**src/rtl/mc_ctrl_fsm.sv**
```systemverilog
// Multicycle MIPS control FSM: IF/ID/EX/MEM/WB/MDUW/EXC one-hot sequencing with memory timeout.
// Optional exception state enabled by defining MC_CTRL_EXC_EN.
module mc_ctrl_fsm #(
  parameter int unsigned          NUM_INSTR   = 54,
  parameter logic [NUM_INSTR-1:0] JR_MASK     = NUM_INSTR'(1) << 16,
  parameter logic [NUM_INSTR-1:0] MDU_MASK    = '0,
  parameter logic [NUM_INSTR-1:0] LOAD_MASK   = '0,
  parameter logic [NUM_INSTR-1:0] STORE_MASK  = '0,
  parameter logic [NUM_INSTR-1:0] WB_MASK     = NUM_INSTR'(1),
  parameter int unsigned          MEM_TIMEOUT = 16
) (
  input  logic                 clk,
  input  logic                 rst,
  input  logic [NUM_INSTR-1:0] decoded_instr,
  input  logic                 mem_ready,
  input  logic                 mdu_busy,
  input  logic                 exc_req,
  output logic [6:0]           state,
  output logic                 pc_ena,
  output logic                 ir_in,
  output logic                 decode_ena,
  output logic                 zin,
  output logic                 zout,
  output logic                 npc_in,
  output logic                 alu_ena,
  output logic                 mdu_start,
  output logic                 mem_req,
  output logic                 mem_we,
  output logic                 regfile_w,
  output logic                 bus_err,
  output logic                 exc_ack,
  output logic                 instr_done
);

  typedef enum logic [6:0] {
    S_IF   = 7'b0000001,
    S_ID   = 7'b0000010,
    S_EX   = 7'b0000100,
    S_MEM  = 7'b0001000,
    S_WB   = 7'b0010000,
    S_MDUW = 7'b0100000,
    S_EXC  = 7'b1000000
  } state_t;

  localparam int unsigned CW = $clog2(MEM_TIMEOUT + 1);

  state_t        state_q, state_d;
  logic [CW-1:0] mem_cnt;
  logic          mem_timeout;

  logic raw_jr, raw_mdu, raw_load, raw_store;
  logic is_jr, is_mdu, is_load, is_store, is_wb;

  assign raw_jr    = |(decoded_instr & JR_MASK);
  assign raw_mdu   = |(decoded_instr & MDU_MASK);
  assign raw_load  = |(decoded_instr & LOAD_MASK);
  assign raw_store = |(decoded_instr & STORE_MASK);
  assign is_wb     = |(decoded_instr & WB_MASK);

  // Overlapping class masks resolve JR > MDU > LOAD > STORE.
  assign is_jr    = raw_jr;
  assign is_mdu   = raw_mdu & ~raw_jr;
  assign is_load  = raw_load & ~raw_jr & ~raw_mdu;
  assign is_store = raw_store & ~raw_jr & ~raw_mdu & ~raw_load;

  always_comb begin
    state_d     = S_IF;
    mem_timeout = 1'b0;
    case (state_q)
      S_IF: state_d = S_ID;
      S_ID: begin
        if (is_jr) state_d = S_IF;
        else       state_d = S_EX;
`ifdef MC_CTRL_EXC_EN
        if (exc_req) state_d = S_EXC;
`endif
      end
      S_EX: begin
        if (is_mdu)                   state_d = S_MDUW;
        else if (is_load || is_store) state_d = S_MEM;
        else if (is_wb)               state_d = S_WB;
        else                          state_d = S_IF;
      end
      S_MDUW: begin
        if (mdu_busy)   state_d = S_MDUW;
        else if (is_wb) state_d = S_WB;
        else            state_d = S_IF;
      end
      S_MEM: begin
        // A completing request wins over a timeout landing on the same cycle.
        if (mem_ready) begin
          state_d = is_load ? S_WB : S_IF;
        end else if (mem_cnt == CW'(MEM_TIMEOUT - 1)) begin
          mem_timeout = 1'b1;
`ifdef MC_CTRL_EXC_EN
          state_d = S_EXC;
`else
          state_d = S_IF;
`endif
        end else begin
          state_d = S_MEM;
        end
      end
      S_WB:    state_d = S_IF;
      S_EXC:   state_d = S_IF;
      default: state_d = S_IF;
    endcase
  end

  always_ff @(posedge clk) begin
    if (rst) begin
      state_q <= S_IF;
      mem_cnt <= '0;
    end else begin
      state_q <= state_d;
      mem_cnt <= (state_q == S_MEM && state_d == S_MEM) ? mem_cnt + 1'b1 : '0;
    end
  end

  logic run;
  assign run = ~rst;

  assign pc_ena     = run & (state_q == S_IF);
  assign ir_in      = run & (state_q == S_IF);
  assign decode_ena = run & (state_q == S_IF);
  assign zin        = run & (state_q == S_IF);
  assign zout       = run & (state_q == S_ID);
  assign npc_in     = run & (state_q == S_ID);
  assign alu_ena    = run & (state_q == S_EX);
  assign mdu_start  = run & (state_q == S_EX) & is_mdu;
  assign mem_req    = run & (state_q == S_MEM);
  assign mem_we     = run & (state_q == S_MEM) & is_store;
  assign regfile_w  = run & (state_q == S_WB);
  assign bus_err    = run & mem_timeout;
  assign instr_done = run & (state_d == S_IF);

`ifdef MC_CTRL_EXC_EN
  assign state   = state_q;
  assign exc_ack = run & (state_q == S_EXC);
`else
  logic exc_req_unused;
  assign exc_req_unused = exc_req;
  assign state   = {1'b0, state_q[5:0]};
  assign exc_ack = 1'b0;
`endif

endmodule

```
**config.mk**
```make
export PLATFORM = sky130hd
export DESIGN_NAME = mc_ctrl_fsm
export DESIGN_NICKNAME = d
export VERILOG_FILES = /design/src/rtl/mc_ctrl_fsm.sv
export SDC_FILE = /design/constraint.sdc
export NUM_CORES = 1
export LEC_CHECK = 0
export ABC_AREA = 0
export BUFFER_PORTS_ARGS = -buffer_cell sky130_fd_sc_hd__buf_2
export CAP_MARGIN = 20
export CORE_AREA = 2 2 55 57
export CTS_BUF_LIST = sky130_fd_sc_hd__clkbuf_4
export DETAILED_ROUTE_END_ITERATION = 6
export DIE_AREA = 0 0 57 59
export GPL_ROUTABILITY_DRIVEN = 0
export PLACE_DENSITY_LB_ADDON = 0.25
export SETUP_SLACK_MARGIN = 0.15
export SYNTH_ARGS = -nofsm -noshare
export SYNTH_HDL_FRONTEND = slang
export SYNTH_SLANG_ARGS = --single-unit
```
**constraint.sdc**
```tcl
create_clock -name clk -period 5 [get_ports clk]
set_clock_uncertainty 0.1 [all_clocks]
set_input_delay 0 -clock clk [delete_from_list [all_inputs] [get_ports clk]]
set_output_delay 0 -clock clk [all_outputs]
set_load 0.005 [all_outputs]
```
# [After elaboration in Yosys (flattened, before gate mapping)]
# Index checks and enable logic that the tools add are counted.
[totals] in_bits=59 output_inout_bits=21 register_bits=12 word_cells=32
[classes] bitwise=9 mux=9 reduce_logical=2 eq_ne=9 n_addsub=1
[ops] operator="7-bit case mux with 5 select lines" n=1
[ops] operator="7-bit by 1-bit == test with 1-bit output, second input constant" n=2
[ops] operator="7-bit by 4-bit == test with 1-bit output, second input constant" n=2
[ops] operator="4-bit 2-to-1 mux" n=2
[ops] operator="1-bit AND" n=7
[ops] operator="7-bit by 2-bit == test with 1-bit output, second input constant" n=1
[ops] operator="7-bit by 3-bit == test with 1-bit output, second input constant" n=1
[ops] operator="7-bit by 5-bit == test with 1-bit output, second input constant" n=1
[ops] operator="7-bit by 6-bit == test with 1-bit output, second input constant" n=1
[ops] operator="7-bit 2-to-1 mux" n=1
[ops] operator="5-bit by 1-bit adder with 5-bit output, second input constant" n=1
[ops] operator="5-bit by 4-bit == test with 1-bit output, second input constant" n=1
[ops] operator="5-bit 2-to-1 mux" n=1
[ops] operator="1-bit 2-to-1 mux" n=3
[ops] operator="3-bit 2-to-1 mux" n=1
[ops] operator="1-bit NOT" n=2
[ops] operator="2-bit OR reduction" n=1
[ops] operator="1-bit logical AND" n=1

# [Logic depth before layout (Yosys ltp)]
# Gate-level depths: netlist of run 1.
[logic_depth] ltp_word=8 depth_mapped=7 mapped_depth_nobuf=7

# [Worst setup path after synthesis of run 1]
# No wires, ideal clock.
[synth_timing] path_type="register -> register" from="register mem_cnt[0]" to="register mem_cnt[2]" required_ns=4.836 path_stages_with_launch=7 arrival_time_ns=1.596 path_slack_ns=3.240 setup_time_ns=0.064 path_buffers=1 period_less_slack_ns=1.760 path_cell_list="dfxtp_1 -> ha_1 -> and3_1 -> ha_1 -> or4_1 -> buf_6 -> nor2_1"
[synth_between] elab_chain_len=8 word_cells_on_any_way=9
[synth_lines] item="start: declaration" line_no="48" rtl="logic [CW-1:0] mem_cnt;"
[synth_lines] item="start signal: assignment" line_no="116" rtl="mem_cnt <= (state_q == S_MEM && state_d == S_MEM) ? mem_cnt + 1'b1 : '0;"
[synth_lines] item="5-bit by 4-bit == test with 1-bit output" line_no="93" rtl="end else if (mem_cnt == CW'(MEM_TIMEOUT - 1)) begin"
[synth_lines] item="4-bit 2-to-1 mux" line_no="93"
[synth_lines] item="4-bit 2-to-1 mux" line_no="91" rtl="if (mem_ready) begin"
[synth_lines] item="7-bit case mux with 5 select lines" line_no="69" rtl="case (state_q)"
[synth_lines] item="7-bit by 4-bit == test with 1-bit output" line_no="116"
[synth_lines] item="1-bit logical AND" line_no="116"
[synth_lines] item="1-bit NOT (no source line)"
[synth_lines] item="2-bit OR reduction (no source line)"
# Parallel ways exist; a longest one is shown, timed or not.
# A chain may end at the register's enable or synchronous reset.

# [Worst setup path in the final report of run 1]
[layout_timing] from="register state_q[0]" to="output instr_done"
[layout_between] elab_chain_len=4 word_cells_on_any_way=8
[layout_lines] item="start: declaration" line_no="47" rtl="state_t state_q, state_d;"
[layout_lines] item="start signal: assignment" line_no="115" rtl="state_q <= state_d;"
[layout_lines] item="7-bit by 4-bit == test with 1-bit output (tied with other cells)" line_no="69"
[layout_lines] item="7-bit case mux with 5 select lines (*)" line_no="69"
[layout_lines] item="7-bit by 1-bit == test with 1-bit output (*)" line_no="135" rtl="assign instr_done = run & (state_d == S_IF);"
[layout_lines] item="1-bit AND (*)" line_no="135"
[layout_lines] item="end: declaration" line_no="32" rtl="output logic instr_done"
# Every way passes the cells marked *; elsewhere a longest branch is shown, timed or not.

==> flow_results.org, run 1 <==
** GRT
- Met1 routing resource usage after global routing :: 11.42%
- Grt total ovfl :: 0
- The number of antenna violations at the first check in global routing is 0.
- Global-route wire length before repair :: 2201 um
- Grt met2 use :: 11.82%
- For this run, the total global-route usage over all layers was measured as 8.184%.
- Global routing consumed, on the met3 layer, 3.930% of the routing resources.
- Entering global routing, the biggest net connects 11 pins.
- The via count of the first global-routing pass is 488.
- The layer flagged by global routing as most heavily used is met2.

** Layout
- Utilization after layout :: 30.19%
- Filler instances :: 304
- The number of antenna diodes in the final layout is 0.
- Relative to the synthesized area, the layout overhead comes to 23.86%.
- Of the cells placed in the final design, the portion with a size suffix greater than 1 is 31.68%.
- Final net count :: 163
- Leaving out filler cells and counting taps, the final layout contains 132.

** Yosys
- FF+latch count, synth :: 11
- Sequential cells were found to cover 33.33% of the synthesized design area.
- Number of library cell types mapped by synthesis :: 32
- Counting every instance in the synthesized netlist gives 78.
- Cell area after synthesis :: 660.6 sq um
- Average cell area after synthesis :: 8.470 sq um
- The biggest area contributor in the post-synthesis netlist is sky130_fd_sc_hd__dfxtp_1.
- Yosys attributes the largest share of cell area to sky130_fd_sc_hd__dfxtp_1, sky130_fd_sc_hd__buf_4, sky130_fd_sc_hd__nor2_1, sky130_fd_sc_hd__nor3_1, sky130_fd_sc_hd__ha_1.
- The top cell type by area accounts for 33.33% of the synthesized area.
- During synthesis, Yosys emitted a total of 0 warnings.

** Power and ir drop
- The worst-case IR drop observed on VDD is 0.0001272 V.
- In this run, the combinational gates consume 20.8% of the power.
- Clk network pwr share :: 32.1%
- Standby leakage power :: 0.3802 nW
- Dividing total power by cell area gives a power density of 244.4 mW/mm^2.
- Part of the power in registers :: 47.1%
- Total power consumption of the routed design :: 0.0002000 W
- Switching power as a share of total power :: 26.42%
- The internal power of the cells totals 0.0001472 W.
- Net Sw Power :: 0.00005284 W

** Worst setup path
- In this run the number of cells on the critical path is 6.
- In this design, the stage delay of the slowest critical-path cell is 0.40 ns.
- Worst path buffer plus inverter count :: 1
- Worst endpoint required time :: 4.90 ns
- Counting cells, the worst reg-to-reg path comes to 5.
- Type of the worst setup path :: flip-flop to output pin
- Traced cell by cell, the critical path runs through or2b_1 -> a2111oi_0 -> a21oi_1 -> nor4_2 -> a211oi_1 -> buf_2.
- Top delay family on crit path :: compound AO/OA/AOI/OAI gates
- Endpoint kind of the worst setup timing path :: output pin
- Arrival time of the worst setup path :: 1.92 ns
- Maximum fanout along the worst path :: 5
- Cell at the slowest stage of the critical path :: sky130_fd_sc_hd__dfxtp_1
- STA classifies the critical path startpoint as a flip-flop.

** Routing
- For this run, design rule violations remaining after detail routing come to 0.
- For this block, the routed nets add up to 1344 um of wire.
- Drt wl/cell :: 10.18 um
- Pre-antenna DRT Iters :: 4
- For this block, the initial DRC count from the detailed router was 9.
- The routed layout has 600 vias.
- Using the TritonRoute via totals, the vias-per-cell ratio works out to 4.545.
- The detail route stage leaves a number of antenna-violating nets equal to 0.

** Timing
- # setup viols final :: 0
- Clock period minus final worst setup slack :: 2.022 ns
- Max Fclk :: 494.6 MHz
- Setup repair after global routing missed its margin :: no
- Final hold viol count :: 0
- Of the available clock period, the critical path in the final layout requires 40.43%.
- The final number of max-transition violations came to 0.
- Adding up every negative setup slack in the final design gives 0 ns.

** Status
- Status :: finished, final reports clean

** Min path
- Counting instances, the worst hold path has a depth of 3.
- Kind of path behind the tightest hold check :: input pin to flip-flop

** Clock tree
- CTS tree :: built
- H-tree lvl count :: 1
- After clock tree synthesis, the repair step resized 0 gates.
- TritonCTS created 3 clock buffers.
- At the later pin of the worst-skew pair, clock insertion delay measures 0.26 ns.
- Clock tree buffer depth :: 2
- Clock-pin slew was measured on the worst setup and hold paths at 0.07 ns.
- Root cell of the clock tree :: sky130_fd_sc_hd__clkbuf_4
- Count of clock tree sinks :: 11

** Floorplanning
- Core ar. :: 0.002710 sq mm
- Die Span Y :: 59 um
- The floorplan has 19 rows.
- Die boundary width :: 57 um
- 80 I/O pins were placed.
- Once the floorplan was initialized, standard cells occupied 24.38% of the core.
- Overall die area :: 0.003363 sq mm

** Placed design
- Detailed placement ended at an HPWL of 1031 um.
- Input and output buffers added on the ports amount to 22.
- DP Cell Count :: 123

** Job
- Number of max-cap violations :: 0
## logic make-up (layout without fill, tap and decap cells)
group | count (synthesis) | in the layout | synth area share (%)
adder cells (fa/ha/maj) | 2 | 2 | 3.787
AO/OA/AOI/OAI | 8 | 8 | 9.280
XOR/XNOR | 3 | 3 | 3.978
buffers and inverters | 17 | 37 | 15.91
AND/OR/NAND/NOR | 36 | 36 | 33.15
flip-flops | 11 | 11 | 33.33
other | 1 | 4 | 0.5676
## per-layer routing
layer / vias to the layer above / part of all wire [%]
met3: 0 / 8.3
li1: 304 / -
met5: - / 0
met2: 24 / 43
met4: 0 / 0
met1: 272 / 48
## Yosys cell counts
cell type                   count
sky130_fd_sc_hd__a2111oi_0      1
sky130_fd_sc_hd__a211oi_1       1
sky130_fd_sc_hd__a21o_1         1
sky130_fd_sc_hd__a21oi_1        1
sky130_fd_sc_hd__and3_1         2
sky130_fd_sc_hd__buf_4          9
sky130_fd_sc_hd__buf_6          1
sky130_fd_sc_hd__clkbuf_1       1
sky130_fd_sc_hd__conb_1         1
sky130_fd_sc_hd__dfxtp_1       11
sky130_fd_sc_hd__ha_1           2
sky130_fd_sc_hd__inv_1          6
sky130_fd_sc_hd__nand2b_1       2
sky130_fd_sc_hd__nand3_1        2
sky130_fd_sc_hd__nand3b_1       1
sky130_fd_sc_hd__nor2_1        10
sky130_fd_sc_hd__nor3_1         7
sky130_fd_sc_hd__nor3_2         1
sky130_fd_sc_hd__nor4_1         1
sky130_fd_sc_hd__nor4_2         1
sky130_fd_sc_hd__nor4b_1        2
sky130_fd_sc_hd__o211ai_1       1
sky130_fd_sc_hd__o211ai_2       1
sky130_fd_sc_hd__o21a_1         1
sky130_fd_sc_hd__o21ai_0        1
sky130_fd_sc_hd__or2_1          1
sky130_fd_sc_hd__or2b_1         2
sky130_fd_sc_hd__or3b_2         2
sky130_fd_sc_hd__or4_1          1
sky130_fd_sc_hd__or4_4          1
sky130_fd_sc_hd__xnor2_1        2
sky130_fd_sc_hd__xor2_1         1
## layout make-up
type / count / area (sq um) / area share [%]
multi-input combinational: 53 / 346.6 / 42.35
sequential: 11 / 220.2 / 26.91
timing repair buffer: 27 / 160.2 / 19.57
tap: 31 / 38.79 / 4.740
clock buffer: 4 / 30.03 / 3.670
inverter: 6 / 22.52 / 2.752
## layout by cell type, fill, tap and decap left out
cell / n
sky130_fd_sc_hd__buf_2: 22
sky130_fd_sc_hd__dfxtp_1: 11
sky130_fd_sc_hd__nor2_1: 10
sky130_fd_sc_hd__nor3_1: 7
sky130_fd_sc_hd__inv_1: 6
sky130_fd_sc_hd__dlygate4sd3_1: 5
sky130_fd_sc_hd__conb_1: 4
sky130_fd_sc_hd__clkbuf_4: 4
sky130_fd_sc_hd__and3_1: 2
sky130_fd_sc_hd__nand2b_1: 2
sky130_fd_sc_hd__or2b_1: 2
sky130_fd_sc_hd__nand3_1: 2
sky130_fd_sc_hd__nor4b_1: 2
sky130_fd_sc_hd__xnor2_1: 2
sky130_fd_sc_hd__or3b_2: 2
sky130_fd_sc_hd__ha_1: 2
sky130_fd_sc_hd__nor3_2: 1
sky130_fd_sc_hd__or4_4: 1
sky130_fd_sc_hd__o21ai_0: 1
sky130_fd_sc_hd__a2111oi_0: 1
sky130_fd_sc_hd__a21oi_1: 1
sky130_fd_sc_hd__nor4_2: 1
sky130_fd_sc_hd__a21o_1: 1
sky130_fd_sc_hd__o21a_1: 1
sky130_fd_sc_hd__nand3b_1: 1
sky130_fd_sc_hd__or2_1: 1
sky130_fd_sc_hd__o211ai_2: 1
sky130_fd_sc_hd__a211oi_1: 1
sky130_fd_sc_hd__o211ai_1: 1
sky130_fd_sc_hd__or4_1: 1
sky130_fd_sc_hd__xor2_1: 1
sky130_fd_sc_hd__nor4_1: 1
## tightest hold or removal path: stages
cell and delay (ns):
sky130_fd_sc_hd__buf_2 0.10, sky130_fd_sc_hd__or4_1 0.21, sky130_fd_sc_hd__nor2_1 0.05
## timing repair
action / 4_1_cts / 5_1_grt
hold buffers: 5 / 0
buffers inserted: 0 / 0
hold endpoints to repair: 5 / 0
## power groups by stage
stage | Combinational (W) | Sequential (W) | Clock [W]
2_1_floorplan | 0.0000310 | 0.0000955 | 0
3_3_place_gp | 0.0000387 | 0.0000962 | 0
3_5_place_dp | 0.0000392 | 0.0000961 | 0
4_1_cts | 0.0000420 | 0.0000940 | 0.0000665
5_1_grt | 0.0000465 | 0.0000946 | 0.0000717
6_report | 0.0000416 | 0.0000941 | 0.0000643
## flip-flops by register name, indices dropped and copies added (netlist names)
| register | flops |
|---|---|
| state_q | 6 |
| mem_cnt | 5 |
## stage by stage
| stage | area (sq um) | worst slack (ns) | hold slack [ns] |
|---|---|---|---|
| 4_1_cts | 818.3 | 2.954 | 0.04141 |
| 2_1_floorplan | 671.9 | 3.240 | -0.06664 |
| 5_1_grt | 818.3 | 2.779 | 0.05797 |
| 3_5_place_dp | 738.2 | 3.166 | 0.1098 |
| 3_3_place_gp | 738.2 | 3.170 | 0.1097 |
| 6_report | 818.3 | 2.978 | 0.04185 |
## worst paths after layout
check             startpoint  slack [ns]          to
hold reg to reg   mem_cnt[0]        0.35  mem_cnt[0]
setup / recovery  state_q[0]        2.98  instr_done
setup reg to reg  mem_cnt[0]        3.16  mem_cnt[3]
hold / removal     mem_ready        0.04  mem_cnt[4]
(Power assumes the default switching activity.)
==> run 2: changes to the inputs <==
Settings changed: ABC_AREA 0 to 1.
Clock period 5 ns to 1.85 ns, I/O delays scaled along.
==> flow_results.org, run 2 <==
** Yosys
- In the synthesized netlist the dominant register cell turns out to be sky130_fd_sc_hd__dfxtp_1.
- Number of instances in the synthesized netlist :: 91 (+17%)
- Most frequent cells after synthesis :: sky130_fd_sc_hd__nor2_1, sky130_fd_sc_hd__inv_1, sky130_fd_sc_hd__dfxtp_1
- The area share of the largest cell type after synthesis is 33.78% (+0.45 points).
- The average size of a mapped cell was 7.163 sq um (-15%).
- The register bit count reported by yosys was 11 (unchanged).
- Register area share after synthesis :: 33.78% (+0.45 points)
- Yosys attributes the largest share of cell area to sky130_fd_sc_hd__dfxtp_1, sky130_fd_sc_hd__buf_4, sky130_fd_sc_hd__nor2_1, sky130_fd_sc_hd__inv_1, sky130_fd_sc_hd__nor2_2.
- Most frequently used cell type in the post-synthesis netlist :: sky130_fd_sc_hd__nor2_1
- Count of warnings emitted by yosys :: 0 (unchanged)
- The cell area after technology mapping is 651.9 sq um (-1.3%).
- The number of synthesized flops with an enable pin was 0 (unchanged).
- Largest area contributor in the synthesized netlist :: sky130_fd_sc_hd__dfxtp_1
- FFs w/ async S/R, synth :: 0% (unchanged)
- Number of library cell types mapped by synthesis :: 24 (-25%)

** Worst setup path
- Endpoint kind of the worst setup timing path :: output pin
- Arrival time of the worst setup path :: 1.70 ns (-0.22 ns)
- Critical path, cell by cell :: ha_4 -> and3_4 -> ha_4 -> or2_4 -> nand3_2 -> nand2_2 -> nor2_4 -> a21oi_2 -> buf_2
- Among all stages on the critical path, the largest delay is contributed by sky130_fd_sc_hd__dfxtp_2.
- Type of the worst setup path :: flip-flop to output pin
- Most frequent CP cell :: sky130_fd_sc_hd__ha_4
- The worst stage delay on the critical path is 0.33 ns (-0.07 ns).
- Worst endpoint required time :: 1.75 ns (-3.15 ns)
- Crit start category :: flip-flop
- Maximum fanout along the worst path :: 2 (-3)

** Timing
- Setup repair after global routing could not meet its margin everywhere.
- Final Hold Slack :: 0.05769 ns (+0.01584 ns)
- The final number of max-transition violations came to 0 (unchanged).
- The setup-violating endpoint count in the final report is 0 (unchanged).
- Final worst-path cycle share :: 97.37%
- Final hold viol count :: 0 (unchanged)
- The smallest clock period supported by the final layout is computed as 1.801 ns.
- Timing would allow up to 555.1 MHz.

** Floorplanning
- The number of top-level pins was 80 (unchanged).
- Die Span Y :: 59 um (unchanged)
- The area inside the core boundary is 0.002710 sq mm (unchanged).
- The area of the die is 0.003363 sq mm (unchanged).
- Starting utilization of the core area :: 24.05% (-0.32 points)
- The width of the die was 57 um (unchanged).
- The site row count came to 19 (unchanged).

** Layout
- Final net count :: 183 (+12%)
- The area growth from synthesis to layout is 44.15%.
- Utilization after layout :: 34.67% (+4.5 points)
- Antenna diode count :: 0 (unchanged)
- The count of placed standard cells in the final layout, fillers left out was 152 (+15%).
- The fraction of final layout cells sized beyond drive strength 1 was 42.98% (+11 points).
- Filler instances :: 302 (-0.66%)
- Largest registers :: state_q x6, mem_cnt x5
- Largest register FFs :: 6 (unchanged)
- Most common cell after layout, fill and taps aside :: sky130_fd_sc_hd__buf_2
- In the layout the commonest cells are sky130_fd_sc_hd__buf_2, sky130_fd_sc_hd__inv_1, sky130_fd_sc_hd__nor2_1.
- state_q holds more flip-flops than any other register.

** GRT
- Initial antenna violation count :: 0 (unchanged)
- Number of global-route vias before repair :: 569 (+17%)
- In this run the most used layer during global routing was met2.
- Grt total ovfl :: 0 (unchanged)
- The total routing usage reported by global routing is 9.292% (+1.1 points).
- The met1 usage was 10.63% (-0.79 points).
- Largest net degree at the start of global routing :: 12 (+1)
- Met3 layer usage reported by global route :: 4.585% (+0.66 points)
- The wire length of the first global-routing pass came to 2352 um (+6.9%).
- The met2 demand-to-capacity share in global routing was 16.26% (+4.4 points).

** Routing
- Total detailed-routing wirelength :: 1442 um (+7.3%)
- The average wire per standard cell came to 9.487 um (-6.8%).
- Routed vias :: 622 (+3.7%)
- The number of iterations in the first detailed-routing pass came to 2 (-2).
- Residual DRC count :: 0 (unchanged)
- The count of nets left with antenna violations after detail routing was 0 (unchanged).
- The number of vias per cell after detailed routing was 4.092 (-10%).
- The number of DRC markers after the initial detailed-route iteration came to 13 (+4).

** Clock tree
- The number of buffers created by CTS was 3 (unchanged).
- Count of clock tree sinks :: 11 (unchanged)
- The clock transition at the register clock pins on the worst setup and hold paths after CTS is 0.07 ns (about the same).
- The CTS H-tree depth is 1 (unchanged).
- Root cell of the clock tree :: sky130_fd_sc_hd__clkbuf_4
- TritonCTS built the clock tree.
- Clock tree buffer depth :: 2 (unchanged)
- Insertion delay of the later-clocked pin in the worst-skew pair :: 0.27 ns (about the same)

** Power and ir drop
- The static power due to leakage was 0.4633 nW (+22%).
- The worst voltage drop across the vdd grid was 0.0003548 V (+180%).
- The cell area power density came to 579.7 mW/mm^2 (+140%).

** Placed design
- PortBufs :: 22 (unchanged)
- The cell total after placement is 138 (+12%).
- The estimated wirelength of the detail-placed design came to 1039 um (+0.83%).

** Min path
- The worst hold path belongs to the class input pin to flip-flop.

** Status
- The flow ran to the end, and the final reports show no timing, DRC or antenna violations.

** Job
- The number of max-capacitance violations reported came to 0 (unchanged).
==> run 2: cell types whose count changed after synthesis, sizes merged, moves of 2 or more <==
cell    previous run  this run
or2b               2         0
or3b               2         0
buf               10         8
nand2b             2         0
nand3              2         6
nand2              0         8
nor2              10        22
nor3               8         2
o211ai             2         0
inv                6        15
nor4b              2         0
or4                2         0
nand4              0         4
==> run 2: per-stage QoR <==
stage	setup TNS [ns]	setup WS (ns)	power, W	instance area, sq um
CTS	-0.03011	-0.03011	0.0005508	903.4
detailed placement	0	0.07336	0.0003588	748.2
global placement	0	0.08993	0.0003571	748.2
global route	-0.03387	-0.03387	0.0005884	939.7
floorplan	0	0.1885	0.0003375	663.1
finish	0	0.04864	0.0005447	939.7
==> run 2: final timing paths <==
check / slack [ns] / depth (start not counted) / endpoint / startpoint
worst max-delay path: 0.05 / 9 / instr_done / mem_cnt[0]
worst min-delay path: 0.06 / 3 / state_q[0] / rst
worst max register to register: 0.22 / 8 / mem_cnt[1] / mem_cnt[0]
worst min register to register: 0.44 / 2 / mem_cnt[0] / mem_cnt[0]
==> run 2: layout make-up <==
| type | instances | area, sq um | area share, % |
|---|---|---|---|
| Sequential cell | 11 | 222.7 | 23.70 |
| Tap cell | 31 | 38.79 | 4.128 |
| Multi-Input combinational cell | 59 | 391.6 | 41.68 |
| Inverter | 15 | 56.30 | 5.992 |
| Clock buffer | 4 | 30.03 | 3.196 |
| Timing Repair Buffer | 32 | 200.2 | 21.30 |
==> run 2: what timing repair did <==
action / CTS / global route
pin swaps: 5 / 6
hold endpoints to repair: 4 / 0
resized for setup: 10 / 7
setup buffers: 3 / 1
endpoints found under the setup margin: 2 / 11
gates cloned: 0 / 0
hold buffers: 6 / 0
==> run 2: metal layers <==
layer	vias up	part of all wire [%]
met1	269	44
met5	-	0
met2	20	48
met4	0	0
li1	333	-
met3	0	7.4
==> run 2: cell families (layout without fill, tap and decap cells) <==
group | count (synthesis) | count (layout) | synth area share, %
other | 1 | 4 | 0.5753
adders and majority gates | 2 | 2 | 3.838
DFF | 11 | 11 | 33.78
buffers and inverters | 24 | 51 | 18.43
and+or+nand+nor | 47 | 47 | 37.62
xor gates and xnor gates | 2 | 2 | 2.688
AOI/OAI and AO/OA | 4 | 4 | 3.070
==> run 2: critical path, delay by kind of cell, from the launching register on <==
kind / cells / cell delay [ns]
and+or+nand+nor: 5 / 0.63
DFF: 1 / 0.33
buffers and inverters: 1 / 0.12
adders and majority gates: 2 / 0.30
AOI/OAI and AO/OA: 1 / 0.06
==> run 2: where the power goes <==
group	internal [W]	total (W)	switching [W]	leakage [nW]
combinational	0.0000512	0.000113	0.0000619	0.355
sequential	0.000244	0.000256	0.0000112	0.0902
clock	0.0000981	0.000176	0.0000779	0.0184
==> run 3: changes to the inputs <==
Clock period 1.85 ns to 2.05 ns, I/O delays scaled along.
==> flow_results.org, run 3 (synthesis gave the netlist of run 2 again) <==
** Layout
- Area Overhead vs Synth :: 40.31%
- The area of all placed cells without fillers came to 914.6 sq um (-2.7%).
- The antenna cell count was 0 (unchanged).
- The layout filler cell count is 307 (+1.7%).
- The total number of nets in the final design was 182 (-0.55%).
- Register ranked first by flip-flop count :: state_q
- Top library cells by usage in the layout, fill and taps aside :: sky130_fd_sc_hd__buf_2, sky130_fd_sc_hd__inv_1, sky130_fd_sc_hd__nor2_1
- The flip-flop count of the largest register after layout was 6 (unchanged).
- Leaving out fill and tap cells, the most frequent cell in the layout is sky130_fd_sc_hd__buf_2.
- The fraction of final layout cells sized beyond drive strength 1 was 41.67% (-1.3 points).
- In the final layout, the registers with the most flip-flops are state_q x6, mem_cnt x5.

** Floorplanning
- The vertical die dimension was 59 um (unchanged).
- I/O Pins :: 80 (unchanged)
- Overall die area :: 0.003363 sq mm (unchanged)
- The effective utilization at floorplan is 24.05% (unchanged).
- The area inside the core boundary is 0.002710 sq mm (unchanged).
- The width of the die is 57 um (unchanged).
- The site row count came to 19 (unchanged).

** Routing
- Count of antenna-violating nets left after detailed routing :: 0 (unchanged)
- Routed wl met3 :: 109 um (+2.8%)
- The met2 wire length was 664 um (-5.0%).
- Detailed Route Iter0 Violations :: 11 (-2)
- The number of iterations in the first detailed-routing pass came to 4 (+2).
- The detailed-route wire length came to 1374 um (-4.7%).
- Highest metal used :: met3
- The number of vias per cell after detailed routing is 4.172 (+2.0%).
- Drt wl/cell :: 9.099 um (-4.1%)
- Residual DRC count :: 0 (unchanged)
- Routed vias :: 630 (+1.3%)
- The routed metal-1 wire length is 600 um (-5.7%).

** Clock tree
- Insertion delay of the later-clocked pin in the worst-skew pair :: 0.26 ns (about the same)
- The largest buffer count on any clock path came to 2 (unchanged).
- TritonCTS built the clock tree.
- Cts bufs inserted :: 3 (unchanged)
- Root cell of the clock tree :: sky130_fd_sc_hd__clkbuf_4
- The CTS H-tree depth is 1 (unchanged).
- The clock sink count came to 11 (unchanged).
- The clock transition at the register clock pins on the worst setup and hold paths after CTS is 0.07 ns (about the same).

** Timing
- Final hold viol count :: 0 (unchanged)
- Final Hold Slack :: 0.08571 ns (+0.02802 ns)
- Setup repair after global routing missed its margin :: no
- Derived from the worst setup path, the maximum achievable clock frequency is 554.4 MHz.
- Final Max Tran Viols :: 0 (unchanged)
- Total Negative Setup Slacks :: 0 ns (unchanged)
- Final worst-path cycle share :: 87.98%
- The routed design could run at a clock period as short as 1.804 ns.
- # setup viols final :: 0 (unchanged)

** Power and ir drop
- The worst voltage drop across the vdd grid was 0.0003116 V (-12%).
- The static power due to leakage is 0.4504 nW (-2.8%).
- The cell area power density came to 532.7 mW/mm^2 (-8.1%).

** GRT
- The wire length of the first global-routing pass was 2318 um (-1.4%).
- The residual overflow from global routing is 0 (unchanged).
- The total routing usage reported by global routing was 9.108% (-0.18 points).
- The number of antenna violations at the first check in global routing came to 0 (unchanged).
- Largest net degree at the start of global routing :: 13 (+1)
- The via count of the first global-routing pass is 582 (+2.3%).

** Placed design
- PortBufs :: 22 (unchanged)
- The cell area after placement came to 748.2 sq um (unchanged).
- The estimated wirelength of the detail-placed design is 1039 um (unchanged).

** Worst setup path
- The largest driver fanout on the critical path was 2 (unchanged).
- Worst r2r dst :: state_q[4]
- Register-to-Register Setup Slack :: 0.30 ns (+0.08 ns)
- Tracing the worst setup path back leads to its startpoint at mem_cnt[1].
- Endpoint of the worst setup timing path :: instr_done
- Reg-to-reg startpoint :: state_q[2]
- The critical path arrival came to 1.70 ns (about the same).
- STA classifies the critical path endpoint as an output pin.
- The critical path is of the flip-flop to output pin type.
- The worst endpoint required time was 1.95 ns (+0.20 ns).
- Worst R2R Path Depth :: 5 (-3)
- Crit start category :: flip-flop

** Status
- Status :: finished, final reports clean

** Min path
- The worst hold path belongs to the class input pin to flip-flop.

** Job
- The number of max-capacitance violations reported is 0 (unchanged).
-- run 3: cell count changes in the layout (fill, tap and decap cells not counted) --
cell,change
sky130_fd_sc_hd__nor2_1,+1
sky130_fd_sc_hd__buf_4,-1
sky130_fd_sc_hd__nor2_4,-2
sky130_fd_sc_hd__nand2_4,-1
sky130_fd_sc_hd__nand2_2,+1
sky130_fd_sc_hd__nor2_2,+1
-- run 3: per-layer routing --
layer	GRT usage (%)	vias up
met1	10.23	274
met5	0	-
met4	1.329	0
li1	-	334
met2	15.93	22
met3	4.585	0
-- run 3: report_power, final --
part	internal [W]	switching (W)	leakage (nW)	total (W)
sequential	0.000221	0.00000983	0.0902	0.000230
clock	0.0000885	0.0000692	0.0184	0.000158
combinational	0.0000446	0.0000546	0.342	0.0000992
-- run 3: metrics by stage --
stage / instances / setup slack [ns] / util, % / power (W)
after global routing: 151 / 0.1618 / 33.75 / 0.0005276
after CTS: 151 / 0.1535 / 33.33 / 0.0004951
final: 151 / 0.2463 / 33.75 / 0.0004872
after floorplan: 94 / 0.3885 / - / 0.0003046
after detailed placement: 138 / 0.2734 / 27.61 / 0.0003238
after global placement: 138 / 0.2899 / 27.61 / 0.0003223
-- run 3: area by class of cell --
cell class / count / area (sq um) / area share, %
Tap cell: 31 / 38.79 / 4.241
Inverter: 15 / 56.30 / 6.156
Sequential cell: 11 / 222.7 / 24.35
Timing Repair Buffer: 31 / 192.7 / 21.07
Clock buffer: 4 / 30.03 / 3.283
Multi-Input combinational cell: 59 / 374.1 / 40.90
-- run 3: timing repair --
| item | CTS | global route |
|---|---|---|
| hold endpoints to repair | 4 | 0 |
| setup endpoints to repair | 1 | 1 |
| resized for setup | 10 | 3 |
| setup buffers | 3 | 0 |
| hold buffers | 6 | 0 |
| pin swaps | 4 | 4 |
-- run 3: worst max-delay path: stages, from the launching register on --
cell,delay [ns]
sky130_fd_sc_hd__dfxtp_2,0.34
sky130_fd_sc_hd__ha_4,0.15
sky130_fd_sc_hd__and3_4,0.18
sky130_fd_sc_hd__ha_4,0.15
sky130_fd_sc_hd__or2_4,0.23
sky130_fd_sc_hd__nand3_2,0.06
sky130_fd_sc_hd__nand2_2,0.06
sky130_fd_sc_hd__nor2_4,0.09
sky130_fd_sc_hd__a21oi_2,0.05
sky130_fd_sc_hd__buf_2,0.13
-- run 3: how the worst min path moves through the flow --
stage / from / endpoint / slack, ns / cells after the start
2_1_floorplan: rst / bus_err / -0.07 / 1
5_1_grt: mem_ready / state_q[0] / 0.11 / 6
3_3_place_gp: decoded_instr[16] / state_q[2] / 0.11 / 2
6_report: mem_ready / state_q[0] / 0.09 / 6
4_1_cts: mem_ready / state_q[0] / 0.08 / 6
3_5_place_dp: decoded_instr[16] / state_q[2] / 0.11 / 2
